--- src/rtl/puf_cmd_sequencer.sv ---
// Host command controller: parses framed UART commands, runs one RO-PUF
// evaluation per EVAL frame and queues a status byte plus response bytes.
module puf_cmd_sequencer #(
  parameter int         CHAL_BYTES   = 2,
  parameter int         RESP_BYTES   = 2,
  parameter logic [7:0] SYNC_BYTE    = 8'hA5,
  parameter int         BYTE_TIMEOUT = 2_700_000,
  parameter int         PUF_TIMEOUT  = 1_000_000
) (
  input  logic                    clk,
  input  logic                    reset_n,
  input  logic [7:0]              rx_data,
  input  logic                    rx_ready,
  output logic [8*CHAL_BYTES-1:0] puf_challenge,
  output logic                    puf_start,
  input  logic                    puf_done,
  input  logic [8*RESP_BYTES-1:0] puf_response,
  output logic [7:0]              tx_data,
  output logic                    tx_valid,
  input  logic                    tx_ready,
  output logic                    busy
);

  localparam int CW   = 8 * CHAL_BYTES;
  localparam int RW   = 8 * RESP_BYTES;
  localparam int TMAX = (BYTE_TIMEOUT > PUF_TIMEOUT) ? BYTE_TIMEOUT : PUF_TIMEOUT;
  localparam int TW   = $clog2(TMAX + 1);
  localparam int BMAX = (CHAL_BYTES > RESP_BYTES) ? CHAL_BYTES : RESP_BYTES;
  localparam int BW   = $clog2(BMAX + 1);

  localparam logic [7:0] CMD_EVAL   = 8'h01;
  localparam logic [7:0] CMD_PING   = 8'h02;
  localparam logic [7:0] ST_OK      = 8'h00;
  localparam logic [7:0] ST_CSUM    = 8'hE1;
  localparam logic [7:0] ST_BAD_CMD = 8'hE2;
  localparam logic [7:0] ST_PUF_TO  = 8'hE3;

  typedef enum logic [2:0] {
    S_SYNC, S_CMD, S_CHAL, S_CSUM, S_EXEC, S_WAIT, S_SEND
  } state_t;

  state_t          state_r, state_n;
  logic [7:0]      cmd_r, cmd_n;
  logic [7:0]      csum_r, csum_n;
  logic [CW-1:0]   shadow_r, shadow_n;
  logic [CW-1:0]   chal_n;
  logic            start_n;
  logic [RW-1:0]   resp_r, resp_n;
  logic [7:0]      txd_n;
  logic            txv_n;
  logic            busy_n;
  logic [TW-1:0]   timer_r, timer_n, timer_inc_s;
  logic [BW-1:0]   bcnt_r, bcnt_n;
  logic [BW-1:0]   left_r, left_n;

  // State register
  always_ff @(posedge clk or negedge reset_n) begin
    if (!reset_n) begin
      state_r <= S_SYNC;
    end else begin
      state_r <= state_n;
    end
  end

  // Datapath and registered outputs
  always_ff @(posedge clk or negedge reset_n) begin
    if (!reset_n) begin
      cmd_r         <= 8'h00;
      csum_r        <= 8'h00;
      shadow_r      <= '0;
      puf_challenge <= '0;
      puf_start     <= 1'b0;
      resp_r        <= '0;
      tx_data       <= 8'h00;
      tx_valid      <= 1'b0;
      busy          <= 1'b0;
      timer_r       <= '0;
      bcnt_r        <= '0;
      left_r        <= '0;
    end else begin
      cmd_r         <= cmd_n;
      csum_r        <= csum_n;
      shadow_r      <= shadow_n;
      puf_challenge <= chal_n;
      puf_start     <= start_n;
      resp_r        <= resp_n;
      tx_data       <= txd_n;
      tx_valid      <= txv_n;
      busy          <= busy_n;
      timer_r       <= timer_n;
      bcnt_r        <= bcnt_n;
      left_r        <= left_n;
    end
  end

  // Next-state and next-output logic
  always_comb begin
    state_n     = state_r;
    cmd_n       = cmd_r;
    csum_n      = csum_r;
    shadow_n    = shadow_r;
    chal_n      = puf_challenge;
    start_n     = 1'b0;
    resp_n      = resp_r;
    txd_n       = tx_data;
    txv_n       = tx_valid;
    timer_n     = timer_r;
    bcnt_n      = bcnt_r;
    left_n      = left_r;
    timer_inc_s = timer_r + TW'(1);
    case (state_r)
      S_SYNC: begin
        if (rx_ready && (rx_data == SYNC_BYTE)) begin
          timer_n = '0;
          state_n = S_CMD;
        end else begin
          state_n = S_SYNC;
        end
      end
      S_CMD: begin
        if (rx_ready) begin
          cmd_n   = rx_data;
          csum_n  = rx_data;
          bcnt_n  = '0;
          timer_n = '0;
          state_n = S_CHAL;
        end else if (timer_inc_s >= TW'(BYTE_TIMEOUT)) begin
          state_n = S_SYNC;
        end else begin
          timer_n = timer_inc_s;
        end
      end
      S_CHAL: begin
        if (rx_ready) begin
          shadow_n = (shadow_r << 8) | CW'(rx_data);
          csum_n   = csum_r ^ rx_data;
          timer_n  = '0;
          if (bcnt_r == BW'(CHAL_BYTES - 1)) begin
            state_n = S_CSUM;
          end else begin
            bcnt_n = bcnt_r + BW'(1);
          end
        end else if (timer_inc_s >= TW'(BYTE_TIMEOUT)) begin
          state_n = S_SYNC;
        end else begin
          timer_n = timer_inc_s;
        end
      end
      S_CSUM: begin
        if (rx_ready) begin
          timer_n = '0;
          left_n  = '0;
          if (rx_data != csum_r) begin
            txd_n   = ST_CSUM;
            txv_n   = 1'b1;
            state_n = S_SEND;
          end else if (cmd_r == CMD_EVAL) begin
            chal_n  = shadow_r;
            start_n = 1'b1;
            state_n = S_EXEC;
          end else if (cmd_r == CMD_PING) begin
            txd_n   = ST_OK;
            txv_n   = 1'b1;
            state_n = S_SEND;
          end else begin
            txd_n   = ST_BAD_CMD;
            txv_n   = 1'b1;
            state_n = S_SEND;
          end
        end else if (timer_inc_s >= TW'(BYTE_TIMEOUT)) begin
          state_n = S_SYNC;
        end else begin
          timer_n = timer_inc_s;
        end
      end
      // Timer counts clocks since the puf_start cycle
      S_EXEC: begin
        timer_n = TW'(1);
        state_n = S_WAIT;
      end
      S_WAIT: begin
        if (puf_done) begin
          resp_n  = puf_response;
          txd_n   = ST_OK;
          txv_n   = 1'b1;
          left_n  = BW'(RESP_BYTES);
          state_n = S_SEND;
        end else if (timer_r >= TW'(PUF_TIMEOUT)) begin
          txd_n   = ST_PUF_TO;
          txv_n   = 1'b1;
          left_n  = '0;
          state_n = S_SEND;
        end else begin
          timer_n = timer_inc_s;
        end
      end
      S_SEND: begin
        if (tx_ready) begin
          if (left_r == '0) begin
            txv_n   = 1'b0;
            state_n = S_SYNC;
          end else begin
            txd_n  = resp_r[RW-1 -: 8];
            resp_n = resp_r << 8;
            left_n = left_r - BW'(1);
          end
        end else begin
          state_n = S_SEND;
        end
      end
      default: begin
        txv_n   = 1'b0;
        state_n = S_SYNC;
      end
    endcase
    busy_n = (state_n != S_SYNC);
  end

endmodule

--- config.mk ---
export PLATFORM = sky130hd
export DESIGN_NAME = puf_cmd_sequencer
export DESIGN_NICKNAME = d
export VERILOG_FILES = /design/src/rtl/puf_cmd_sequencer.sv
export SDC_FILE = /design/constraint.sdc
export NUM_CORES = 1
export LEC_CHECK = 0
export CAP_MARGIN = 20
export CORE_ASPECT_RATIO = 1.2
export CORE_UTILIZATION = 62
export DETAILED_ROUTE_END_ITERATION = 7
export PLACE_DENSITY = 0.93
export SKIP_LAST_GASP = 1
export SLEW_MARGIN = 40
export SYNTH_ARGS = -nofsm -noshare
export SYNTH_HDL_FRONTEND = slang
export SYNTH_SLANG_ARGS = --single-unit
--- constraint.sdc ---
create_clock -name clk -period 4.4 [get_ports clk]
set_input_delay 0.44 -clock clk [delete_from_list [all_inputs] [get_ports clk]]
set_output_delay 0.44 -clock clk [all_outputs]
set_load 0.1 [all_outputs]
==> results.cfg <==
[clocking]
htreeDepth = 3
post_cts_resized = 0
cts_tree = done
numCtsBuffers = 9
post_cts_buffers = 0
insertion_delay_ns = 0.38
cts.sinks = 104
cts-root-buf = clkbuf_8
clk_path_buf_depth = 2
postCtsHoldBufs = 0
clk_pin_slew_worst_paths_ns = 0.11

[power]
power.density_nw_per_um2 = 578
total_power_mw = 3.73
p_leak_nw = 2.79
ir_drop_mv = 0.384

[synthesis]
syn-instance-count = 639
synth.cell_area_um2 = 5810
synth.area.top_cells = dfrtp_1 (45%), nand2_1 (5.4%), mux2_2 (4.5%)
synthFlopType = dfrtp_1
synth_warnings = 0
async_reset_ff_share_pct = 100
synthMostInstantiatedCell = dfrtp_1
synth_common_cells = dfrtp_1 (104), nand2_1 (83), nor2_1 (54)
yosysTopAreaCell = dfrtp_1
ys_seq_area_share_pct = 44.8
ys_ff_latch = 104
syn_area_per_cell_um2 = 9.09
synth.top_cell.area_share_pct = 44.8
synth_cell_type_count = 75
synth_edf_count = 0
synth_fp_nets = 672

[place]
place.gp.congestion = 0.929
portBuffers = 55
dp_hpwl_mm = 9.59
dp_slack_ns = 1.07
dp.cells = 778
post_dp_cell_area_um2 = 6250

[final_layout]
fin_area_um2 = 6450
instances_no_fill = 794
final_util_pct = 71.0
drive_gt1_share_pct = 13.8
antennaDiodeCount = 0
area_delta_synth_final_pct = 11.0
nNetsFinal = 702

[grt]
grt_overflow = 0
antenna_found_initial = 0
grt_max_degree = 37
grt_pass1_wl_mm = 23.1
grt_pass1_vias = 4911
grtUsageTotal_pct = 29.6

[timing]
worst_pin_slew_ns = 0.798
tns_ns = 0
skew_ns = 0.0160
rsz0062_at_grt = no
setup_slack_ns = 1.05
finalHoldViolations = 7
setup_violations = 0
period_needed_ns = 3.35
max_slew_margin_pct = 46.8
post-route-period-util_pct = 76.2
max_freq_mhz = 298
hold_slack_ns = -0.00173
final-max-slew-violation-count = 0

[die]
core_um2 = 9080
dieArea_um2 = 9770
rows = 38
fp.dieH_um = 108
die_w_um = 90.4
ios = 56
initial_core_util_pct = 64.0

[min_path]
min_path_type = in -> async

[setup_path]
slowest_stage = dfrtp_1
start_kind = flip-flop
end_kind = flip-flop
crit_fanout = 27
path_common_cell = o21ai_1
path_cells = ha_1 > nand3_1 > nor3_4 > o21ai_1 > a32o_2 > o21ai_1 > nand2_2 > and2_4 > o41ai_1
r2r_setup_slack_ns = 1.05
crit_buf_inv = 0
crit_required_ns = 4.66
worst-setup-path-type = reg -> reg
cpLargestDelayFamily = simple AND/OR/NAND/NOR gates
crit_path_max_incr_delay_ns = 0.56
crit_arrival_ns = 3.61

[status]
status = finished with violations
violations = hold timing

[route]
viasPerCell = 6.49
num_vias = 5156
drt_wl_total_mm = 14.0
drt-initial-drc-count = 550
remaining_drc_errors = 0
first_pass_iters = 6
wire_per_inst_um = 17.7
ant_nets = 0

[job]
cap_violations = 0
-- power breakdown --
part | internal [mW] | switching [mW] | total (mW)
logic | 0.590 | 0.996 | 1.59
clock network | 0.284 | 0.344 | 0.628
registers | 1.23 | 0.287 | 1.52
total | 2.10 | 1.63 | 3.73
-- kinds of logic after synthesis --
kind of cell | Yosys count | share of synthesized area (%)
simple gates | 238 | 20.6
compound gates | 175 | 20.4
flops | 104 | 44.8
buf+inv | 73 | 5.34
mux | 36 | 6.70
xor+xnor | 9 | 1.36
fa+ha+maj | 4 | 0.861
-- placed cells by master, fill, tap and decap left out, drive strengths merged, types with 8 or more instances in the layout --
cell           instances
a22o                   9
dfrtp                104
o22ai                  9
mux2                  23
nand2                 84
and3                  13
clkbuf                11
nand4                 13
buf                   35
nor2b                 11
xnor2                  8
inv                   31
o21ai                 36
mux2i                 13
nor3                  13
nand3                 29
nor2                  54
clkdlybuf4s50         27
a31oi                 17
a211oi                 8
a21oi                 45
-- registers in the layout, indices dropped and copies added (netlist names) --
| register | count |
|---|---|
| timer_r | 22 |
| puf_challenge | 16 |
| resp_r | 16 |
| shadow_r | 16 |
| cmd_r | 8 |
| csum_r | 8 |
| tx_data | 8 |
| state_r | 3 |
| bcnt_r | 2 |
| left_r | 2 |
| busy | 1 |
| puf_start | 1 |
| tx_valid | 1 |
-- cell type report --
cell class	instances	area (um2)
Multi-Input combinational cell	462	2900
Fill cell	634	2630
Sequential cell	104	2600
Timing Repair Buffer	62	478
Tap cell	120	150
Clock buffer	11	141
Inverter	30	113
Clock inverter	5	62.6
-- per-layer routing --
layer,part of all wire [%],global-route usage (%)
met3,5.7,4.92
met1,40,37.1
met5,0,0
met2,51,51.0
met4,3.3,12.7
-- final timing paths --
kind                                  start               end  cells past startpoint
setup / recovery                 timer_r[0]       timer_r[20]                      9
hold / removal                      reset_n        timer_r[3]                      1
setup reg to reg                 timer_r[0]       timer_r[20]                      9
hold reg to reg            puf_challenge[0]  puf_challenge[0]                      2
max in group asynchronous           reset_n        resp_r[11]                      2
min in group clk           puf_challenge[0]  puf_challenge[0]                      2
No activity file was read; power rests on OpenSTA's default activity.
